### src/rtl/demux1to2_stream.sv
// Purpose: registered 1:2 stream demux, in_sel=1 steers a beat to channel A, 0 to channel B.
// Latency: one cycle from accept edge to data on the chosen channel's registered output.
// Backpressure: in_ready follows the selected slot only (free or draining this cycle); a stalled slot holds its beat.
module demux1to2_stream #(
    parameter int SIZE  = 4,
    parameter int CNT_W = 8
) (
    input  logic             clk,
    input  logic             reset_n,
    input  logic [SIZE-1:0]  in_data,
    input  logic             in_sel,
    input  logic             in_valid,
    output logic             in_ready,
    output logic [SIZE-1:0]  a_data,
    output logic             a_valid,
    input  logic             a_ready,
    output logic [SIZE-1:0]  b_data,
    output logic             b_valid,
    input  logic             b_ready,
    output logic [CNT_W-1:0] a_count,
    output logic [CNT_W-1:0] b_count,
    output logic             sel_q
);

    typedef enum logic {
        SLOT_EMPTY = 1'b0,
        SLOT_FULL  = 1'b1
    } slot_state_t;

    slot_state_t      r_a_state;
    slot_state_t      r_b_state;
    slot_state_t      w_a_state_nxt;
    slot_state_t      w_b_state_nxt;

    logic [SIZE-1:0]  r_a_data;
    logic [SIZE-1:0]  r_b_data;
    logic [CNT_W-1:0] r_a_count;
    logic [CNT_W-1:0] r_b_count;
    logic             r_sel_q;

    logic             w_a_valid;
    logic             w_b_valid;
    logic             w_a_drain;
    logic             w_b_drain;
    logic             w_in_ready;
    logic             w_accept;
    logic             w_a_load;
    logic             w_b_load;

    assign w_a_valid = (r_a_state == SLOT_FULL);
    assign w_b_valid = (r_b_state == SLOT_FULL);

    // A slot drains when its consumer takes the held beat; ready on an empty slot is ignored.
    assign w_a_drain = w_a_valid && a_ready;
    assign w_b_drain = w_b_valid && b_ready;

    // Ready looks only at the selected slot so in_valid never feeds back into in_ready.
    assign w_in_ready = in_sel ? (!w_a_valid || a_ready) : (!w_b_valid || b_ready);
    assign w_accept   = in_valid && w_in_ready;
    assign w_a_load   = w_accept && in_sel;
    assign w_b_load   = w_accept && !in_sel;

    // Next-state for both slots: fill on load, empty on drain without a reload, otherwise hold.
    always_comb begin
        w_a_state_nxt = r_a_state;
        w_b_state_nxt = r_b_state;

        case (r_a_state)
            SLOT_EMPTY: if (w_a_load) w_a_state_nxt = SLOT_FULL;
            SLOT_FULL:  if (w_a_drain && !w_a_load) w_a_state_nxt = SLOT_EMPTY;
            default:    w_a_state_nxt = SLOT_EMPTY;
        endcase

        case (r_b_state)
            SLOT_EMPTY: if (w_b_load) w_b_state_nxt = SLOT_FULL;
            SLOT_FULL:  if (w_b_drain && !w_b_load) w_b_state_nxt = SLOT_EMPTY;
            default:    w_b_state_nxt = SLOT_EMPTY;
        endcase
    end

    // Slot state registers; reset discards any held beat.
    always_ff @(posedge clk) begin
        if (!reset_n) begin
            r_a_state <= SLOT_EMPTY;
            r_b_state <= SLOT_EMPTY;
        end else begin
            r_a_state <= w_a_state_nxt;
            r_b_state <= w_b_state_nxt;
        end
    end

    // Holding registers and last-accepted select; only the selected slot captures in_data.
    always_ff @(posedge clk) begin
        if (!reset_n) begin
            r_a_data <= '0;
            r_b_data <= '0;
            r_sel_q  <= 1'b0;
        end else begin
            if (w_a_load) r_a_data <= in_data;
            if (w_b_load) r_b_data <= in_data;
            if (w_accept) r_sel_q  <= in_sel;
        end
    end

    // Delivered-beat counters, free-running wrap with no overflow indication.
    always_ff @(posedge clk) begin
        if (!reset_n) begin
            r_a_count <= '0;
            r_b_count <= '0;
        end else begin
            if (w_a_drain) r_a_count <= r_a_count + CNT_W'(1);
            if (w_b_drain) r_b_count <= r_b_count + CNT_W'(1);
        end
    end

    assign in_ready = w_in_ready;
    assign a_data   = r_a_data;
    assign a_valid  = w_a_valid;
    assign b_data   = r_b_data;
    assign b_valid  = w_b_valid;
    assign a_count  = r_a_count;
    assign b_count  = r_b_count;
    assign sel_q    = r_sel_q;

endmodule
### config.mk
export PLATFORM = sky130hd
export DESIGN_NAME = demux1to2_stream
export DESIGN_NICKNAME = d
export VERILOG_FILES = /design/src/rtl/demux1to2_stream.sv
export SDC_FILE = /design/constraint.sdc
export NUM_CORES = 1
export LEC_CHECK = 0
export ABC_AREA = 1
export BUFFER_PORTS_ARGS = -buffer_cell sky130_fd_sc_hd__buf_2
export CAP_MARGIN = 20
export CORE_MARGIN = 1
export CORE_UTILIZATION = 40
export CTS_CLUSTER_SIZE = 40
export DETAILED_ROUTE_END_ITERATION = 10
export GPL_TIMING_DRIVEN = 0
export HOLD_SLACK_MARGIN = 0.15
export PLACE_DENSITY = 0.65
export SYNTH_ARGS = -nofsm -noshare
export SYNTH_HDL_FRONTEND = slang
export SYNTH_SLANG_ARGS = --single-unit
export TNS_END_PERCENT = 50
### constraint.sdc
create_clock -name clk -period 1.75 [get_ports clk]
set_input_delay 0.175 -clock clk [delete_from_list [all_inputs] [get_ports clk]]
set_output_delay 0.175 -clock clk [all_outputs]
set_load 0.05 [all_outputs]
==> impl_results.rst <==
.. list-table::
   :header-rows: 1

   * - Metric
     - Value
   * - Fill cell total of the finished layout
     - 298
   * - Worst slew pin tran
     - 269 ps
   * - Total power per unit cell area
     - 726 mW/mm^2
   * - Share of flip-flops with an asynchronous set or reset
     - 0%
   * - Antenna diode count
     - 0
   * - Antenna violations before repair
     - 0
   * - Number of max-cap violations
     - 0
   * - Worst path buffer plus inverter count
     - 1
   * - Latest clock arrival within the worst-skew pair
     - 320 ps
   * - Setup violation total in the final timing report
     - 0
   * - Area added between synthesis and finish
     - 24.8%
   * - Clk Tree Root Cell
     - sky130_fd_sc_hd__clkbuf_4
   * - Max Root-Sink Buffers
     - 2
   * - Share of cells above drive strength 1
     - 21.6%
   * - Highest fanout seen on the critical path
     - 5
   * - Horizontal die dimension
     - 56.6 um
   * - Primary flip-flop cell chosen by synthesis mapping
     - sky130_fd_sc_hd__dfxtp_1
   * - Reg2reg setup slack
     - 570 ps
   * - Critical path cell sequence
     - nand2_1, nand2_1, nand2_1, buf_2
   * - Number of nets at the end of the flow
     - 231
   * - Register area
     - 541 um^2
   * - Start point of the worst min-delay path
     - b_ready
   * - Number of violations reported at the end of detailed-routing iteration 0
     - 35
   * - Clock Sinks
     - 27
   * - Most used cell along the critical path
     - sky130_fd_sc_hd__nand2_1
   * - Average wire per cell in the routed design
     - 10.4 um
   * - IR Drop Worst-Case VDD
     - 0.504 mV
   * - FF-to-FF End
     - b_count[4]
   * - Post-route DRC
     - 0
   * - Clock transition time at the flip-flop clock pins of the worst setup and hold paths
     - 140 ps
   * - Post-Route Skew
     - 2.74 ps
   * - Logic depth of the worst path, buffers included
     - 4
   * - Proportion of netlist area held by the largest area contributor
     - 45.3%
   * - Avg Synthesized Cell Area
     - 6.89 um^2
   * - Crit share post-route
     - 79.3%
   * - Biggest area contributors in the synthesized netlist
     - sky130_fd_sc_hd__dfxtp_1 45%, sky130_fd_sc_hd__nand2_1 16%, sky130_fd_sc_hd__inv_1 9.4%
   * - Total number of vias
     - 1173
   * - Number of standard cells after synthesis
     - 173
   * - Final antenna-violating net count
     - 0
   * - Endpoint type of the worst setup path
     - output pin
   * - Maximum clock rate
     - 720 MHz
   * - Routed via count divided by cell count
     - 4.71
   * - Top-Level Pins
     - 38
   * - Worst slew slack as a fraction of its limit
     - 82.0%
   * - Family of cells with the greatest summed delay on the critical path
     - flip-flops
   * - Number of search-and-repair iterations in the first detailed-routing pass
     - 4
   * - Post-detailed-placement half-perimeter wirelength
     - 1910 um
   * - Max Slew Vio Count
     - 0
   * - Standard cell with the maximum stage delay on the critical path
     - sky130_fd_sc_hd__dfxtp_1
   * - Arrival time at the worst endpoint
     - 1210 ps
   * - Length in cells of the worst reg-to-reg path
     - 8
   * - Distinct cell type count of the synthesized netlist
     - 19
   * - Number of buffers inserted during clock tree synthesis
     - 3
   * - Required time reported for the critical path endpoint
     - 1570 ps
   * - All-Layer GR Usage
     - 16.7%
   * - Crit-path max cell delay
     - 440 ps
   * - Total power consumption of the routed design
     - 1080 uW
   * - Remaining global-route overflow
     - 0
   * - Final hold violation count
     - 0
   * - Starting density of the core
     - 42.9%
   * - Height of the die
     - 56.6 um
   * - Wire length of the first global-routing pass
     - 4200 um
   * - Count of standard-cell rows
     - 19
   * - Clock period minus worst slack
     - 1390 ps
   * - Post-synth top cells
     - 51 x sky130_fd_sc_hd__nand2_1, 30 x sky130_fd_sc_hd__inv_1, 27 x sky130_fd_sc_hd__dfxtp_1
   * - Unrepaired setup endpoints after global routing
     - no
   * - Total of warnings raised by yosys
     - 0
   * - Multi-input gate area
     - 519 um^2
   * - Cell type contributing the most total cell area after synthesis
     - sky130_fd_sc_hd__dfxtp_1
   * - Endpoint of the worst hold-timing path
     - b_count[1]
   * - Sequential element share of the synthesized area
     - 45.3%
   * - Most frequent cell after synthesis
     - sky130_fd_sc_hd__nand2_1
   * - Final Core Density
     - 53.5%
   * - Wirelength, routed
     - 2580 um
   * - Number of instances on the worst hold path
     - 3
   * - Result of the run
     - finished clean
   * - Total Negative Setup Slacks
     - 0 ps
   * - Flip-flop and latch count after synthesis
     - 27
   * - Post-synth EDFFs
     - 0
   * - Full die area
     - 0.00320 mm^2
   * - Final weighted congestion of routability-driven global placement
     - 0.759
   * - Worst min-delay path category
     - in -> reg
   * - I/O Buffers
     - 36
   * - Max H-tree Level
     - 1
   * - Vias in the first global route
     - 1017
   * - Pin count of the biggest net entering global routing
     - 15
   * - Clock tree from TritonCTS
     - yes
   * - Resize count post-CTS
     - 0
   * - Kind of start point of the critical path
     - register
   * - Tightest hold margin
     - 170 ps
   * - Placeable core region
     - 0.00278 mm^2
   * - Critical path type
     - reg -> out
   * - Start of the worst register-to-register path
     - b_count[1]
   * - Synthesized net count
     - 185
   * - Cell Area, Synth
     - 0.00119 mm^2
   * - Static leakage
     - 0.000771 uW
==> metal layers <==
layer  track usage (%)  part of all wire [%]
met1              22.1                    48
met2              26.7                    46
met3              2.07                   5.1
met4              8.36                   1.2
met5                 0                     0
==> sequential cells by signal, indices dropped and copies added, names as in the netlist <==
| name | count |
|---|---|
| b_data | 4 |
| a_count | 8 |
| a_valid | 1 |
| b_count | 8 |
| b_valid | 1 |
| a_data | 4 |
| sel_q | 1 |
==> where the power goes <==
group / switching, uW / internal, uW / leakage [uW]
Combinational: 118 / 47.6 / 0.000537
Sequential: 12.0 / 632 / 0.000219
Clock: 181 / 89.3 / 0.0000150
==> layout make-up <==
type                            count  area share (%)
Multi-Input combinational cell    112            34.9
Sequential cell                    27            36.3
Clock buffer                        4            1.77
Buffer                              2           0.841
Inverter                           32            8.07
Tap cell                           31            2.61
Timing Repair Buffer               41            15.5
==> worst max path at each step <==
stage / start / slack [ps] / to
floorplan: b_count[1] / 270 / b_count[4]
global placement: b_count[0] / 600 / b_count[4]
detailed placement: b_count[1] / 580 / b_count[4]
CTS: b_valid / 360 / in_ready
global route: b_valid / 280 / in_ready
finish: b_valid / 360 / in_ready
==> placed cells by master, fill, tap and decap left out <==
master                          instances
sky130_fd_sc_hd__nor2_4                 1
sky130_fd_sc_hd__nand3_1                4
sky130_fd_sc_hd__o21a_1                 1
sky130_fd_sc_hd__nand2_1               51
sky130_fd_sc_hd__buf_2                 37
sky130_fd_sc_hd__ha_1                   2
sky130_fd_sc_hd__nand2_2                1
sky130_fd_sc_hd__dlygate4sd3_1          5
sky130_fd_sc_hd__nor2_1                19
sky130_fd_sc_hd__clkbuf_1               1
sky130_fd_sc_hd__nand3_2                2
sky130_fd_sc_hd__clkbuf_4               3
sky130_fd_sc_hd__nand4_1                6
sky130_fd_sc_hd__dfxtp_1               27
sky130_fd_sc_hd__a211oi_1               1
sky130_fd_sc_hd__o21ai_0                6
sky130_fd_sc_hd__buf_4                  1
sky130_fd_sc_hd__inv_1                 30
sky130_fd_sc_hd__nor2_2                 1
sky130_fd_sc_hd__clkinv_1               1
sky130_fd_sc_hd__inv_2                  1
sky130_fd_sc_hd__a21oi_1               17
==> tightest hold or removal path: stages <==
cell and delay [ps]:
sky130_fd_sc_hd__buf_2 130, sky130_fd_sc_hd__a21oi_1 70, sky130_fd_sc_hd__nor2_1 90
==> per-stage QoR <==
stage,setup slack [ps],cells,area (um^2)
final,362,249,1490
after global routing,285,249,1490
after CTS,357,249,1490
after detailed placement,582,240,1410
after global placement,603,240,1410
after floorplan,269,173,1190
==> what timing repair did <==
action                                 4_1_cts  5_1_grt
endpoints found under the hold margin       15        0
hold buffers                                 5        0
buffers inserted                             0        0
==> kinds of logic after synthesis <==
family | after synthesis | synth area share [%]
buf+inv | 34 | 11.1
compound gates | 25 | 10.9
simple gates | 85 | 30.5
flops | 27 | 45.3
fa+ha+maj | 2 | 2.10
Power figures use the tool's default switching activity.
